--- src/rtl/signed_divider.sv ---
// Sequential signed divider: restoring division on operand magnitudes with a
// final sign correction; start/done handshake shared with the Booth multiplier.
module signed_divider #(
  parameter int WIDTH = 4
) (
  input  logic                    clk,
  input  logic                    rst_n,
  input  logic                    start,
  input  logic signed [WIDTH-1:0] dividend,
  input  logic signed [WIDTH-1:0] divisor,
  output logic signed [WIDTH-1:0] quotient,
  output logic signed [WIDTH-1:0] remainder,
  output logic                    div_by_zero,
  output logic                    ovf,
  output logic                    done
);

  localparam int CW = $clog2(WIDTH + 1);

  localparam logic [2:0] IDLE  = 3'd0;
  localparam logic [2:0] INIT  = 3'd1;
  localparam logic [2:0] CHECK = 3'd2;
  localparam logic [2:0] SHIFT = 3'd3;
  localparam logic [2:0] SUB   = 3'd4;
  localparam logic [2:0] FIX   = 3'd5;
  localparam logic [2:0] DZ    = 3'd6;

  localparam logic [WIDTH-1:0] MOST_NEG = {1'b1, {(WIDTH-1){1'b0}}};

  // Control and visible result registers (reset)
  logic [2:0]              state_q, state_d;
  logic [CW-1:0]           cnt_q, cnt_d;
  logic signed [WIDTH-1:0] quot_q, quot_d;
  logic signed [WIDTH-1:0] rem_q, rem_d;
  logic                    dbz_q, dbz_d;
  logic                    ovf_q, ovf_d;

  // Datapath working registers (reloaded in INIT, not reset)
  logic [WIDTH-1:0]        q_q, q_d;
  logic [WIDTH:0]          r_q, r_d;
  logic [WIDTH-1:0]        b_q, b_d;
  logic                    qneg_q, qneg_d;
  logic                    rneg_q, rneg_d;
  logic signed [WIDTH-1:0] dvd_q, dvd_d;
  logic signed [WIDTH-1:0] dvs_q, dvs_d;

  logic [WIDTH+1:0]        trial;

  // Magnitude of a two's complement value; the most negative value maps to
  // 2^(WIDTH-1), which still fits in WIDTH unsigned bits.
  function automatic logic [WIDTH-1:0] abs_val(input logic signed [WIDTH-1:0] x);
    logic [WIDTH-1:0] ux;
    ux = x;
    return x[WIDTH-1] ? (~ux + WIDTH'(1)) : ux;
  endfunction

  function automatic logic [WIDTH-1:0] cond_neg(input logic neg, input logic [WIDTH-1:0] x);
    return neg ? (~x + WIDTH'(1)) : x;
  endfunction

  always_comb begin
    state_d = state_q;
    cnt_d   = cnt_q;
    quot_d  = quot_q;
    rem_d   = rem_q;
    dbz_d   = dbz_q;
    ovf_d   = ovf_q;
    q_d     = q_q;
    r_d     = r_q;
    b_d     = b_q;
    qneg_d  = qneg_q;
    rneg_d  = rneg_q;
    dvd_d   = dvd_q;
    dvs_d   = dvs_q;
    trial   = {1'b0, r_q} - {2'b00, b_q};

    case (state_q)
      IDLE: begin
        if (start) state_d = INIT;
      end
      INIT: begin
        q_d    = abs_val(dividend);
        b_d    = abs_val(divisor);
        qneg_d = dividend[WIDTH-1] ^ divisor[WIDTH-1];
        rneg_d = dividend[WIDTH-1];
        r_d    = '0;
        cnt_d  = '0;
        dvd_d  = dividend;
        dvs_d  = divisor;
        if (!start) state_d = CHECK;
      end
      CHECK: begin
        state_d = (b_q == '0) ? DZ : SHIFT;
      end
      SHIFT: begin
        {r_d, q_d} = {r_q[WIDTH-1:0], q_q, 1'b0};
        cnt_d      = cnt_q + CW'(1);
        state_d    = SUB;
      end
      SUB: begin
        // A set top bit of the trial difference means R < B: restore.
        r_d     = trial[WIDTH+1] ? r_q : trial[WIDTH:0];
        q_d     = {q_q[WIDTH-1:1], ~trial[WIDTH+1]};
        state_d = (cnt_q == CW'(WIDTH)) ? FIX : SHIFT;
      end
      FIX: begin
        quot_d  = cond_neg(qneg_q, q_q);
        rem_d   = cond_neg(rneg_q, r_q[WIDTH-1:0]);
        ovf_d   = (dvd_q == MOST_NEG) && (dvs_q == '1);
        dbz_d   = 1'b0;
        state_d = IDLE;
      end
      DZ: begin
        quot_d  = '1;
        rem_d   = dvd_q;
        dbz_d   = 1'b1;
        ovf_d   = 1'b0;
        state_d = IDLE;
      end
      default: state_d = IDLE;
    endcase
  end

  always_ff @(posedge clk or negedge rst_n) begin
    if (!rst_n) begin
      state_q <= IDLE;
      cnt_q   <= '0;
      quot_q  <= '0;
      rem_q   <= '0;
      dbz_q   <= 1'b0;
      ovf_q   <= 1'b0;
    end else begin
      state_q <= state_d;
      cnt_q   <= cnt_d;
      quot_q  <= quot_d;
      rem_q   <= rem_d;
      dbz_q   <= dbz_d;
      ovf_q   <= ovf_d;
    end
  end

  always_ff @(posedge clk) begin
    q_q    <= q_d;
    r_q    <= r_d;
    b_q    <= b_d;
    qneg_q <= qneg_d;
    rneg_q <= rneg_d;
    dvd_q  <= dvd_d;
    dvs_q  <= dvs_d;
  end

  assign quotient    = quot_q;
  assign remainder   = rem_q;
  assign div_by_zero = dbz_q;
  assign ovf         = ovf_q;
  assign done        = (state_q == IDLE);

endmodule
--- config.mk ---
export PLATFORM = sky130hd
export DESIGN_NAME = signed_divider
export DESIGN_NICKNAME = d
export VERILOG_FILES = /design/src/rtl/signed_divider.sv
export SDC_FILE = /design/constraint.sdc
export NUM_CORES = 1
export LEC_CHECK = 0
export ABC_CLOCK_PERIOD_IN_PS = 5600
export CORE_MARGIN = 10
export CORE_UTILIZATION = 49
export DETAILED_ROUTE_END_ITERATION = 7
export GPL_ROUTABILITY_DRIVEN = 0
export PLACE_DENSITY = 0.69
export SYNTH_ARGS = -nofsm -noshare
export SYNTH_HDL_FRONTEND = slang
export SYNTH_SLANG_ARGS = --single-unit
--- constraint.sdc ---
create_clock -name clk -period 5.6 [get_ports clk]
set_input_delay 1.12 -clock clk [delete_from_list [all_inputs] [get_ports clk]]
set_output_delay 1.12 -clock clk [all_outputs]
set_load 0.01 [all_outputs]
==> metrics.txt <==
Synth Register Bits 37; Worst-path clk slew 0.07 ns; fin nets 223; placed insts 242; first-pass GRT wire length 6555 um; CTS tree built; First DRT Iteration DRCs 75; share of cells above drive strength 1 between 8 and 9%; Clock Tree Buf Depth 2; vias in the first global route 1,368; post-CTS resize count 0; H-tree depth 2; worst hold path type flop to flop; DIE AREA approximately 7000 sq um; non-filler instance count after layout 250; per-cell routed wire length between 15 and 20 um; diode count 0; Final Core Density 61.11%; # DRC 0; CTS Hold Bufs 0; setup bufs post-CTS 0; Net Count, Synth 200; ys async rst share roughly 43%; Routed Antenna Nets 0; root buffer cell clkbuf_8; I/O Pins 22; Hold Startpoint remainder[3]$_DFFE_PN0P_; Avg Inst Size Synth between 10 and 15 sq um; Static Leak approximately 0.97 nW; Tcrit/Tclk final 50.41%; Die Y about 83 um; Clock Skew 0.006725 ns; clk_lat worst skew 0.30 ns; final instance area 2305 sq um; setup TNS 0 ns; antenna violations before repair 0; CP endpoint kind output pin; final setup fails 0; Worst Path Max Fanout 14; Area Overhead vs Synth 17.32%; Post-Syn Instances 178; Num CTS Buffers 5; Core Rows 22; largest net degree at the start of global routing 17; maximum VDD drop 0.2788 mV; hold path cells 1; Hold EP remainder[3]$_DFFE_PN0P_; Power Dens Cells 572.9 nW/um^2; GRT Util Overall 11.41%; FF-to-FF setup slack 3.41 ns; Post-synth EDFFs 21; worst path required time 4.48 ns; max cap viols 0; Startpoint Class flop; post-synthesis cell area 1964 sq um; Synth warnings 0; Critical R2R Launch r_q[2]$_DFFE_PP_; CORE AREA 3771 sq um; Port-buffer cells 21; Clock Sinks 37; post-synthesis sequential area ratio 52.48%; Starting Density between 50% and 60%; FMAX 354.2 MHz; layout filler cell count 311; vias per cell between 5 and 6; relative slew slack a little over a third; global route overflow 0; Final HPWL DP 3064 um; Post-DP Area ~2200 sq um; Setup Crit Path Kind flop to output pin; RR Endpoint r_q[1]$_DFFE_PP_; Die W 83.32 um; Fin. Hold Viols 0; CP arrival 1.70 ns; status finished, final reports clean; RSZ-0062 raised after global routing false; Slew Viols, Final 0; Register-to-Register Path Depth 5; post-synth cell types 43; Routed WL 3887 um; Vias 1,373; min Tclk post-route approximately 2.8 ns; ys flop type edfxtp_1; drt pass-1 iters 4; worst slew pin tran approximately 0.97 ns
==> cells in the final DEF, fill, tap and decap left out, types with 4 or more instances in the layout <==
cell type	count
edfxtp_1	21
mux2i_1	5
xor2_1	4
o21ai_1	6
a21oi_1	10
clkbuf_8	5
inv_1	16
clkdlybuf4s50_1	21
nor2_1	11
dfrtp_1	16
o21ai_0	8
ha_1	10
nand2_1	20
xnor2_1	4
nand2b_1	5
o22ai_1	4
==> cell families (layout without fill, tap and decap cells) <==
group | after synthesis | count (layout) | synth area share (%)
AO/OA/AOI/OAI | 39 | 39 | 12.17
XOR/XNOR | 9 | 9 | 4.968
adder cells (fa/ha/maj) | 11 | 11 | 7.389
buffers and inverters | 22 | 46 | 5.287
flip-flops | 37 | 37 | 52.48
multiplexers | 5 | 5 | 2.548
AND/OR/NAND/NOR | 55 | 55 | 15.16
==> stage by stage <==
| step | worst slack, ns | hold slack [ns] | total power (W) |
|---|---|---|---|
| finish | 2.777 | 0.4840 | 0.001320 |
| global route | 2.709 | 0.4900 | 0.001422 |
| CTS | 2.785 | 0.4854 | 0.001327 |
| detailed placement | 3.087 | 0.4687 | 0.001097 |
| global placement | 3.134 | 0.4599 | 0.001064 |
| floorplan | 3.574 | 0.4753 | 0.0009200 |
==> worst max-delay path: stages, from the launching register on <==
cell,delay [ns]
dfrtp_1,0.57
nor3_1,0.27
clkdlybuf4s50_1,0.57
==> report_power, final <==
part	switching (W)	internal (W)
logic	0.000290	0.000243
registers	0.000119	0.000435
clock network	0.000102	0.000131
total	0.000511	0.000809
==> how the worst max path moves through the flow <==
stage          slack, ns                   start               end  depth (start not counted)
5_1_grt             2.71  state_q[2]$_DFFE_PN0P_              done                          2
3_3_place_gp        3.13  state_q[2]$_DFFE_PN0P_              done                          2
3_5_place_dp        3.09             dividend[0]  q_q[2]$_DFFE_PP_                          6
6_report            2.78  state_q[2]$_DFFE_PN0P_              done                          2
4_1_cts             2.78  state_q[2]$_DFFE_PN0P_              done                          2
2_1_floorplan       3.57  state_q[2]$_DFFE_PN0P_              done                          2
==> flip-flops by register name, summed over array words and instances (netlist names), 4 cells and up <==
name       count
b_q            4
q_q            4
quotient       4
r_q            5
remainder      4
==> final cells by class <==
cell class	count	area [sq um]	area share (%)
tap	48	60.06	2.606
timing repair buffer	21	210.2	9.121
inverter	17	63.81	2.769
sequential	37	1031	44.73
clock inverter	3	41.29	1.792
multi-input combinational	119	829.5	35.99
clock buffer	5	68.82	2.986
==> cells in the mapped netlist (all sizes together) (3+ instances only) <==
| cell | instances | area share, % |
|---|---|---|
| edfxtp | 21 | 32 |
| nand2b | 5 | 1.6 |
| o21ai | 14 | 3.6 |
| o22ai | 4 | 1.3 |
| xor2 | 5 | 3.2 |
| nand2 | 22 | 4.7 |
| ha | 10 | 6.4 |
| nor2 | 12 | 2.4 |
| buf | 5 | 2.0 |
| a21oi | 10 | 2.5 |
| inv | 17 | 3.2 |
| nand3b | 3 | 1.8 |
| mux2i | 5 | 2.5 |
| dfrtp | 16 | 20 |
| xnor2 | 4 | 1.8 |
==> routing by layer <==
layer | share of wire, % | track usage (%) | routed length (um)
met5 | 0 | 0 | 0
met4 | 2.0 | 4.615 | 76
met3 | 5.7 | 3.906 | 220
met2 | 47 | 18.51 | 1813
met1 | 46 | 13.40 | 1777
No activity file was read; power rests on OpenSTA's default activity.
